## src/rtl/addr_mult_pkg.sv

```systemverilog
// Shared constants, tag type and stage-count helper for the A-register address multiplier.
package addr_mult_pkg;

  localparam int unsigned ADDR_W    = 24;
  localparam int unsigned ADDR_PP   = 4;
  localparam int unsigned ADDR_TAGW = 3;

  typedef logic [ADDR_TAGW-1:0] addr_tag_t;

  function automatic int unsigned addr_mult_nstg(input int unsigned w, input int unsigned pp);
    return w / pp;
  endfunction

endpackage

```

## src/rtl/addr_mult_stage.sv

```systemverilog
// One multiplier pipeline stage: adds PP partial products of aj selected by its slice of ak.
module addr_mult_stage #(
  parameter int unsigned W     = 24,
  parameter int unsigned PP    = 4,
  parameter int unsigned TAGW  = 3,
  parameter int unsigned AccW  = 24,
  parameter int unsigned Stage = 1
) (
  input  logic            clk_i,
  input  logic            rst_ni,
  input  logic            valid_i,
  input  logic [TAGW-1:0] tag_i,
  input  logic [W-1:0]    aj_i,
  input  logic [W-1:0]    ak_i,
  input  logic [AccW-1:0] acc_i,
  output logic            valid_o,
  output logic [TAGW-1:0] tag_o,
  output logic [W-1:0]    aj_o,
  output logic [W-1:0]    ak_o,
  output logic [AccW-1:0] acc_o
);

  localparam int unsigned Base = (Stage - 1) * PP;

  logic            valid_q;
  logic [TAGW-1:0] tag_q;
  logic [W-1:0]    aj_q;
  logic [W-1:0]    ak_q;
  logic [AccW-1:0] acc_q;
  logic [AccW-1:0] acc_d;

  // Shifting within AccW bits drops the upper partial-product bits in the W-wide build.
  always_comb begin
    acc_d = acc_i;
    for (int unsigned j = 0; j < PP; j++) begin
      if (ak_i[Base + j]) begin
        acc_d = acc_d + (AccW'(aj_i) << (Base + j));
      end
    end
  end

  // Data registers hold unless a live operation arrives.
  always_ff @(posedge clk_i or negedge rst_ni) begin
    if (!rst_ni) begin
      valid_q <= 1'b0;
      tag_q   <= '0;
      aj_q    <= '0;
      ak_q    <= '0;
      acc_q   <= '0;
    end else begin
      valid_q <= valid_i;
      if (valid_i) begin
        tag_q <= tag_i;
        aj_q  <= aj_i;
        ak_q  <= ak_i;
        acc_q <= acc_d;
      end
    end
  end

  assign valid_o = valid_q;
  assign tag_o   = tag_q;
  assign aj_o    = aj_q;
  assign ak_o    = ak_q;
  assign acc_o   = acc_q;

endmodule

```

## src/rtl/addr_mult_pipe.sv

```systemverilog
// Fully pipelined W x W address multiplier, W/PP stages, in-order retire with flush.
// Define ADDR_MULT_OVF_EN for 2W-bit accumulators and the o_ovf output.
module addr_mult_pipe
  import addr_mult_pkg::*;
#(
  parameter int unsigned W    = ADDR_W,
  parameter int unsigned PP   = ADDR_PP,
  parameter int unsigned TAGW = ADDR_TAGW
) (
  input  logic            clk,
  input  logic            rst_n,
  input  logic            i_valid,
  input  logic [W-1:0]    i_aj,
  input  logic [W-1:0]    i_ak,
  input  logic [TAGW-1:0] i_tag,
  input  logic            i_flush,
  output logic            o_valid,
  output logic [W-1:0]    o_result,
  output logic [TAGW-1:0] o_tag,
`ifdef ADDR_MULT_OVF_EN
  output logic            o_ovf,
`endif
  output logic            o_busy
);

  localparam int unsigned NSTG = addr_mult_nstg(W, PP);
`ifdef ADDR_MULT_OVF_EN
  localparam int unsigned AccW = 2 * W;
`else
  localparam int unsigned AccW = W;
`endif

  if (W % PP != 0) begin : g_cfg_err
    $error("addr_mult_pipe: W must be a multiple of PP");
  end

  // Index 0 is the issue port; index k is the output of stage k.
  logic [NSTG:0]   valid;
  logic [TAGW-1:0] tag [NSTG+1];
  logic [W-1:0]    aj  [NSTG+1];
  logic [W-1:0]    ak  [NSTG+1];
  logic [AccW-1:0] acc [NSTG+1];

  assign valid[0] = i_valid;
  assign tag[0]   = i_tag;
  assign aj[0]    = i_aj;
  assign ak[0]    = i_ak;
  assign acc[0]   = '0;

  for (genvar k = 1; k <= NSTG; k++) begin : g_stage
    // Flush kills older operations only; a same-edge issue still enters stage 1.
    addr_mult_stage #(
      .W     (W),
      .PP    (PP),
      .TAGW  (TAGW),
      .AccW  (AccW),
      .Stage (k)
    ) u_stage (
      .clk_i   (clk),
      .rst_ni  (rst_n),
      .valid_i ((k == 1) ? valid[0] : (valid[k-1] & ~i_flush)),
      .tag_i   (tag[k-1]),
      .aj_i    (aj[k-1]),
      .ak_i    (ak[k-1]),
      .acc_i   (acc[k-1]),
      .valid_o (valid[k]),
      .tag_o   (tag[k]),
      .aj_o    (aj[k]),
      .ak_o    (ak[k]),
      .acc_o   (acc[k])
    );
  end

  assign o_valid  = valid[NSTG];
  assign o_result = acc[NSTG][W-1:0];
  assign o_tag    = tag[NSTG];
  assign o_busy   = |valid[NSTG:1];
`ifdef ADDR_MULT_OVF_EN
  assign o_ovf    = |acc[NSTG][AccW-1:W];
`endif

endmodule

```

## config.mk

```make
export PLATFORM = sky130hd
export DESIGN_NAME = addr_mult_pipe
export DESIGN_NICKNAME = d
export VERILOG_FILES = /design/src/rtl/addr_mult_pkg.sv /design/src/rtl/addr_mult_stage.sv /design/src/rtl/addr_mult_pipe.sv
export SDC_FILE = /design/constraint.sdc
export NUM_CORES = 1
export LEC_CHECK = 0
export BUFFER_PORTS_ARGS = -buffer_cell sky130_fd_sc_hd__buf_4
export CAP_MARGIN = 25
export CORE_ASPECT_RATIO = 1.2
export CORE_UTILIZATION = 55
export CTS_BUF_LIST = sky130_fd_sc_hd__clkbuf_8
export CTS_CLUSTER_DIAMETER = 100
export CTS_CLUSTER_SIZE = 28
export DETAILED_ROUTE_END_ITERATION = 8
export PLACE_DENSITY = 0.78
export SLEW_MARGIN = 0
export SYNTH_ARGS = -nofsm -noshare
export SYNTH_HDL_FRONTEND = slang
export SYNTH_SLANG_ARGS = --single-unit
```

## constraint.sdc

```tcl
create_clock -name clk -period 7.95 [get_ports clk]
set_input_delay 0.795 -clock clk [delete_from_list [all_inputs] [get_ports clk]]
set_output_delay 0.795 -clock clk [all_outputs]
set_load 0.05 [all_outputs]
```

* Word-level counts from Yosys, hierarchy flattened
Cells that the tools add are included.
** Word-level totals
- Bits in latches :: 0
- Output and inout bits :: 29
- RAM bits :: 0
- Memories kept :: 0
- ROM bits :: 0
- Input port bits :: 55
- Register bits :: 348
** Operators by class
- $mul :: 0
- Multiplexer cells :: 24
- Add/sub/neg operators :: 23
- Divide/modulo/power cells :: 0
- Order comparisons :: 0
- Equal/unequal tests :: 0
- Shift operators :: 0
- Bitwise gates (word level) :: 6
- Reductions and logical operators :: 1
** Operator list (count)
- $mux W24 :: 24
- $add A24 B24 Y24 :: 23
- $reduce_or A6 Y1 :: 1
- $and A1 B1 Y1 :: 5
- $not A1 Y1 :: 1

* Depth between registers and ports, before layout
- Depth after elaboration :: 8
- Mapped depth :: 37
- Depth with buffers taken out :: 37

* Cells and area by module
Synthesis repeated with hierarchy kept, for this count alone.
** Second synthesis, totals
- Cells, all modules :: 3307
- Area total of the unflattened synthesis :: 33392.0 um^2
** By module, submodules not included
- addr_mult_stage (g_stage[1].u_stage) :: sequential area each 1901.8 um^2, cells an instance 956, area an instance 8181.6 um^2, instances 1
- addr_mult_stage (g_stage[2].u_stage) :: sequential area each 1901.8 um^2, cells an instance 726, area an instance 6904.1 um^2, instances 1
- addr_mult_stage (g_stage[3].u_stage) :: sequential area each 1901.8 um^2, cells an instance 617, area an instance 6053.3 um^2, instances 1
- addr_mult_stage (g_stage[4].u_stage) :: sequential area each 1901.8 um^2, cells an instance 465, area an instance 4934.7 um^2, instances 1
- addr_mult_stage (g_stage[5].u_stage) :: sequential area each 1901.8 um^2, cells an instance 342, area an instance 4192.8 um^2, instances 1
- addr_mult_stage (g_stage[6].u_stage) :: sequential area each 1901.8 um^2, cells an instance 192, area an instance 3076.7 um^2, instances 1
- addr_mult_pipe :: sequential area each 0.0 um^2, cells an instance 9, area an instance 48.8 um^2, instances 1

* Least setup slack after synthesis
OpenSTA, ideal clock, no wires.
- Kind :: input-to-reg
- Start :: input port i_ak[0]
- End :: register g_stage[1].u_stage.acc_q[23]
- Cell stages on the path :: 31
- Arrival time :: 6.801 ns
- Setup slack :: 1.014 ns
- Setup time :: 0.135 ns
- Data required time :: 7.815 ns
- Path buffers :: 1
- Path through :: clkbuf_1 -> and2_1 -> ha_1 -> fa_1 -> a21o_1 -> a21oi_1 -> o211a_1 -> nor4_1 -> o21a_1 -> nor2_1 -> xnor2_1 -> mux2i_1 -> inv_1 -> ha_1 -> a21oi_1 -> a21boi_0 -> or3_1 -> o21a_1 -> a31o_2 -> a211oi_1 -> a21oi_1 -> mux2_2 -> ha_1 -> a21o_1 -> a21o_1 -> a221oi_1 -> a211oi_1 -> or3_1 -> and3_1 -> o21ai_0 -> o311ai_1
** On the way
- Longest elaborated chain between the ends :: 7
** Ends and longest elaborated chain
- start, declared :: line addr_mult_pipe.sv:14 : input logic [W-1:0] i_ak,
- $mux W24 * :: line addr_mult_stage.sv:36 : if (ak_i[Base + j]) begin
- $add A24 B24 Y24 :: line addr_mult_stage.sv:37 : acc_d = acc_d + (AccW'(aj_i) << (Base + j));
- $mux W24 * :: line addr_mult_stage.sv:36
- $add A24 B24 Y24 :: line addr_mult_stage.sv:37
- $mux W24 * :: line addr_mult_stage.sv:36
- $add A24 B24 Y24 :: line addr_mult_stage.sv:37
- $mux W24 * :: line addr_mult_stage.sv:36
- end signal, assigned :: line addr_mult_stage.sv:49 : acc_q <= '0;
- end signal, assigned :: line addr_mult_stage.sv:56 : acc_q <= acc_d;
- end, declared :: line addr_mult_stage.sv:29 : logic [AccW-1:0] acc_q;
Mark *: on every way between the ends. The rest lies on a longest branch, timed or not.
A chain may end at the register's enable or synchronous reset.

* Worst setup path after layout
- Start :: register g_stage[1].u_stage.acc_q[4]
- End :: register g_stage[2].u_stage.acc_q[22]
** On the way
- Longest elaborated chain between the ends :: 8
** Ends and longest elaborated chain (line)
- $add A24 B24 Y24 :: addr_mult_stage.sv:37
- $mux W24 * :: addr_mult_stage.sv:36
- $add A24 B24 Y24 :: addr_mult_stage.sv:37
- $mux W24 * :: addr_mult_stage.sv:36
- $add A24 B24 Y24 :: addr_mult_stage.sv:37
- $mux W24 * :: addr_mult_stage.sv:36
- $add A24 B24 Y24 :: addr_mult_stage.sv:37
- $mux W24 * :: addr_mult_stage.sv:36
- end signal, assigned :: addr_mult_stage.sv:49
- end signal, assigned :: addr_mult_stage.sv:56
- end, declared :: addr_mult_stage.sv:29
Marks and branches as above.

==> metrics.md <==
| Metric | Value |
|---|---|
| GRT met2 Usage | `48.5%` |
| Final Skew | `47.9 ps` |
| Slew @ Worst Pin | `1070 ps` |
| DRT iter0 DRCs | `1169` |
| PortBufs | `83` |
| Finished Core Util | `58.7%` |
| Worst r2r dst | `g_stage[2].u_stage.acc_o[22]` |
| N_diodes | `0` |
| Met1 Use GR | `32.5%` |
| Post-Synthesis Cell Area | `25100 sq um` |
| Final hold vios | `0` |
| Status | `completed` |
| Setup TNS | `0 ps` |
| Rel. slew slack | `28.8%` |
| Vias in the first global route | `21500` |
| Clock tree buffer depth | `3` |
| HP Class | `in2async` |
| Post-Layout Inst Area | `26400 sq um` |
| Ranking of synthesized cells by area | `dfrtp_1 (29%), ha_1 (13%), nand2_1 (9.0%), mux2_2 (5.9%), xnor2_1 (4.4%)` |
| DR pass1 iterations | `5` |
| Critical setup path kind | `reg2reg` |
| Die area | `46500 sq um` |
| Worst-path clk slew | `150 ps` |
| WP data arrival | `7970 ps` |
| Initial antenna violation count | `0` |
| Nets | `3314` |
| CTS Sinks | `288` |
| Critical path origin | `g_stage[1].u_stage.acc_o[4]` |
| Peak supply drop | `0.257 mV` |
| Placement Cell Area | `26000 sq um` |
| Dpl cells | `3568` |
| Post-synth top area share | `28.7%` |
| DP HPWL | `48.7 mm` |
| Max-cap viol count | `0` |
| Worst R2R Setup Slack | `480 ps` |
| Synth cell count leaders | `nand2_1 (602), dfrtp_1 (288), ha_1 (259)` |
| Routability cong. | `0.884` |
| Mapped Cells | `2991` |
| Hold_buf cts | `0` |
| Via count | `21500` |
| Area grow syn2layout | `5.26%` |
| Detailed Route WL | `62.5 mm` |
| Antenna Violating Nets Remaining | `0` |
| Crit path max-delay family | `compound AO/OA/AOI/OAI gates` |
| Largest net degree at the start of global routing | `155` |
| Avg Synthesized Cell Area | `8.39 sq um` |
| Max Freq | `134 MHz` |
| PD cells | `366 nW/um^2` |
| Vias/cell | `5.97` |
| # IOs | `84` |
| Worst reg-to-reg path cell count | `32` |
| Die Width | `197 microns` |
| Cts bufs inserted | `17` |
| Fill count | `4013` |
| Std-Cell Rows | `85` |
| GRT Overall Usage | `27.1%` |
| EDFF count, synth | `0` |
| Most frequent cell after synthesis | `nand2_1` |
| Cell taking the most area after synthesis | `dfrtp_1` |
| Total gr overflow | `0` |
| Final min period | `7470 ps` |
| Storage element area | `7210 sq um` |
| Critical Path Sink Type | `flop` |
| Fin cells | `3595` |
| Buffers and inverters on the worst path | `1` |
| Synthesis Warnings | `0` |
| Max Slew Vio Count | `0` |
| Met3 usage | `2.63%` |
| Area of the multi-input gates | `16800 sq um` |
| CP max FO | `4` |
| Post-route clock period utilization | `94.0%` |
| Synthesis-stage register bit count | `288` |
| Routed len/inst | `17.4 microns` |
| # setup viols final | `0` |
| Core Box Area | `45000 sq um` |
| CP peak stage delay | `660 ps` |
| CTS H-Tree Depth | `1` |
| Startpoint class of the critical path | `flop` |
| Worst path slowest cell | `o41ai_1` |
| Yosys cell types | `86` |
| Worst r2r src | `g_stage[1].u_stage.acc_o[4]` |
| RSZ-0062 raised after global routing | `false` |
| Layout cells sized above 1 | `10.3%` |
| Fraction of registers with async set/reset | `100%` |
| Sequential-to-total area share from yosys stat | `28.7%` |
| Die height | `236 microns` |
| CTS root buf | `clkbuf_8` |
| Setup crit end | `g_stage[2].u_stage.acc_o[22]` |
| Gr busiest metal | `met2` |
| Required time worst endpoint | `8450 ps` |
| Net Count, Synth | `3326` |
| Predominant post-synthesis flop cell | `dfrtp_1` |
| Initial Util | `55.8%` |
| Instance count on the critical path | `32` |
| Global-route wire length before repair | `103 mm` |
| Pleak | `13.0 nW` |
| Final hold slack | `299 ps` |
| Residual DRC count | `0` |
| Worst-Skew Late Latency | `610 ps` |
| CTS tree | `yes` |
placed cells by master, fill, tap and decap left out, types with 13 or more instances in the layout:
cell type  count
a211oi_1      28
a21boi_0      13
a21o_1        91
a21oi_1      192
a31o_2        14
a31oi_1       25
and2_1        23
and3_1        15
buf_4         96
clkbuf_8      17
dfrtp_1      286
fa_1          21
ha_1         259
inv_1        124
mux2_2       131
mux2i_1       57
nand2_1      602
nand2b_1      32
nand3_1       29
nor2_1       171
nor2b_1       24
nor3_1        41
o211ai_1      29
o21a_1        37
o21ai_0      183
o21bai_1      31
o31ai_1       23
or3_1         24
xnor2_1      125
xor2_1        60
worst min path at each step:
stage / from / endpoint / slack, ps / depth (start not counted)
finish: rst_n / g_stage[3].u_stage.acc_o[23] / 300 / 1
global route: i_ak[16] / g_stage[1].u_stage.ak_o[16] / 370 / 2
CTS: rst_n / g_stage[3].u_stage.acc_o[23] / 330 / 1
detailed placement: g_stage[4].u_stage.tag_o[2] / g_stage[5].u_stage.tag_o[2] / 450 / 2
global placement: g_stage[2].u_stage.acc_o[2] / g_stage[3].u_stage.acc_o[2] / 450 / 2
floorplan: g_stage[1].u_stage.acc_o[2] / g_stage[2].u_stage.acc_o[2] / 430 / 2
report_power, final:
group | switching, mW | internal (mW)
clock network | 0.519 | 0.227
registers | 0.393 | 1.81
logic | 3.66 | 3.05
repair_timing:
| action | 4_1_cts | 5_1_grt |
|---|---|---|
| setup endpoints to repair | 0 | 2 |
| setup buffers | 0 | 1 |
| resized for setup | 0 | 9 |
stage by stage:
step           setup slack (ps)  power [mW]
6_report                    475        9.66
5_1_grt                   0.468        10.6
4_1_cts                     203        9.63
3_5_place_dp                255        8.84
3_3_place_gp                365        8.54
2_1_floorplan              1010        7.47
flip-flops by register name, summed over array words and instances (netlist names):
name	count
g_stage.u_stage.valid_o	6
g_stage.u_stage.ak_o	60
g_stage.u_stage.acc_o	144
g_stage.u_stage.aj_o	60
g_stage.u_stage.tag_o	18
logic make-up (layout without fill, tap and decap cells):
group | Yosys count | count (layout) | share of synthesized area (%)
buffers and inverters | 260 | 255 | 4.39
and+or+nand+nor | 1026 | 1026 | 17.8
muxes | 189 | 189 | 8.19
AOI/OAI and AO/OA | 760 | 760 | 19.6
DFF | 288 | 288 | 28.7
xor gates and xnor gates | 188 | 188 | 6.74
adders and majority gates | 280 | 280 | 14.6
routing by layer:
metal	wire, microns	vias to the layer above
met5	0	-
met4	2730	0
met3	2340	162
met2	31300	482
met1	26200	10300
li1	-	10500
area by class of cell:
cell class | count | share of cell area, %
multi-input combinational | 2443 | 63.7
sequential | 288 | 27.3
timing repair buffer | 99 | 2.97
tap | 609 | 2.89
inverter | 130 | 1.85
clock buffer | 17 | 0.886
clock inverter | 9 | 0.407
worst reg2reg max path, delay by kind of cell, from the launching register on:
family | cells | cell delay (ps)
xor+xnor | 3 | 400
simple gates | 8 | 920
buf+inv | 1 | 80
compound gates | 13 | 3350
mux | 2 | 560
flops | 1 | 410
fa+ha+maj | 5 | 1650
Power figures use the tool's default switching activity.
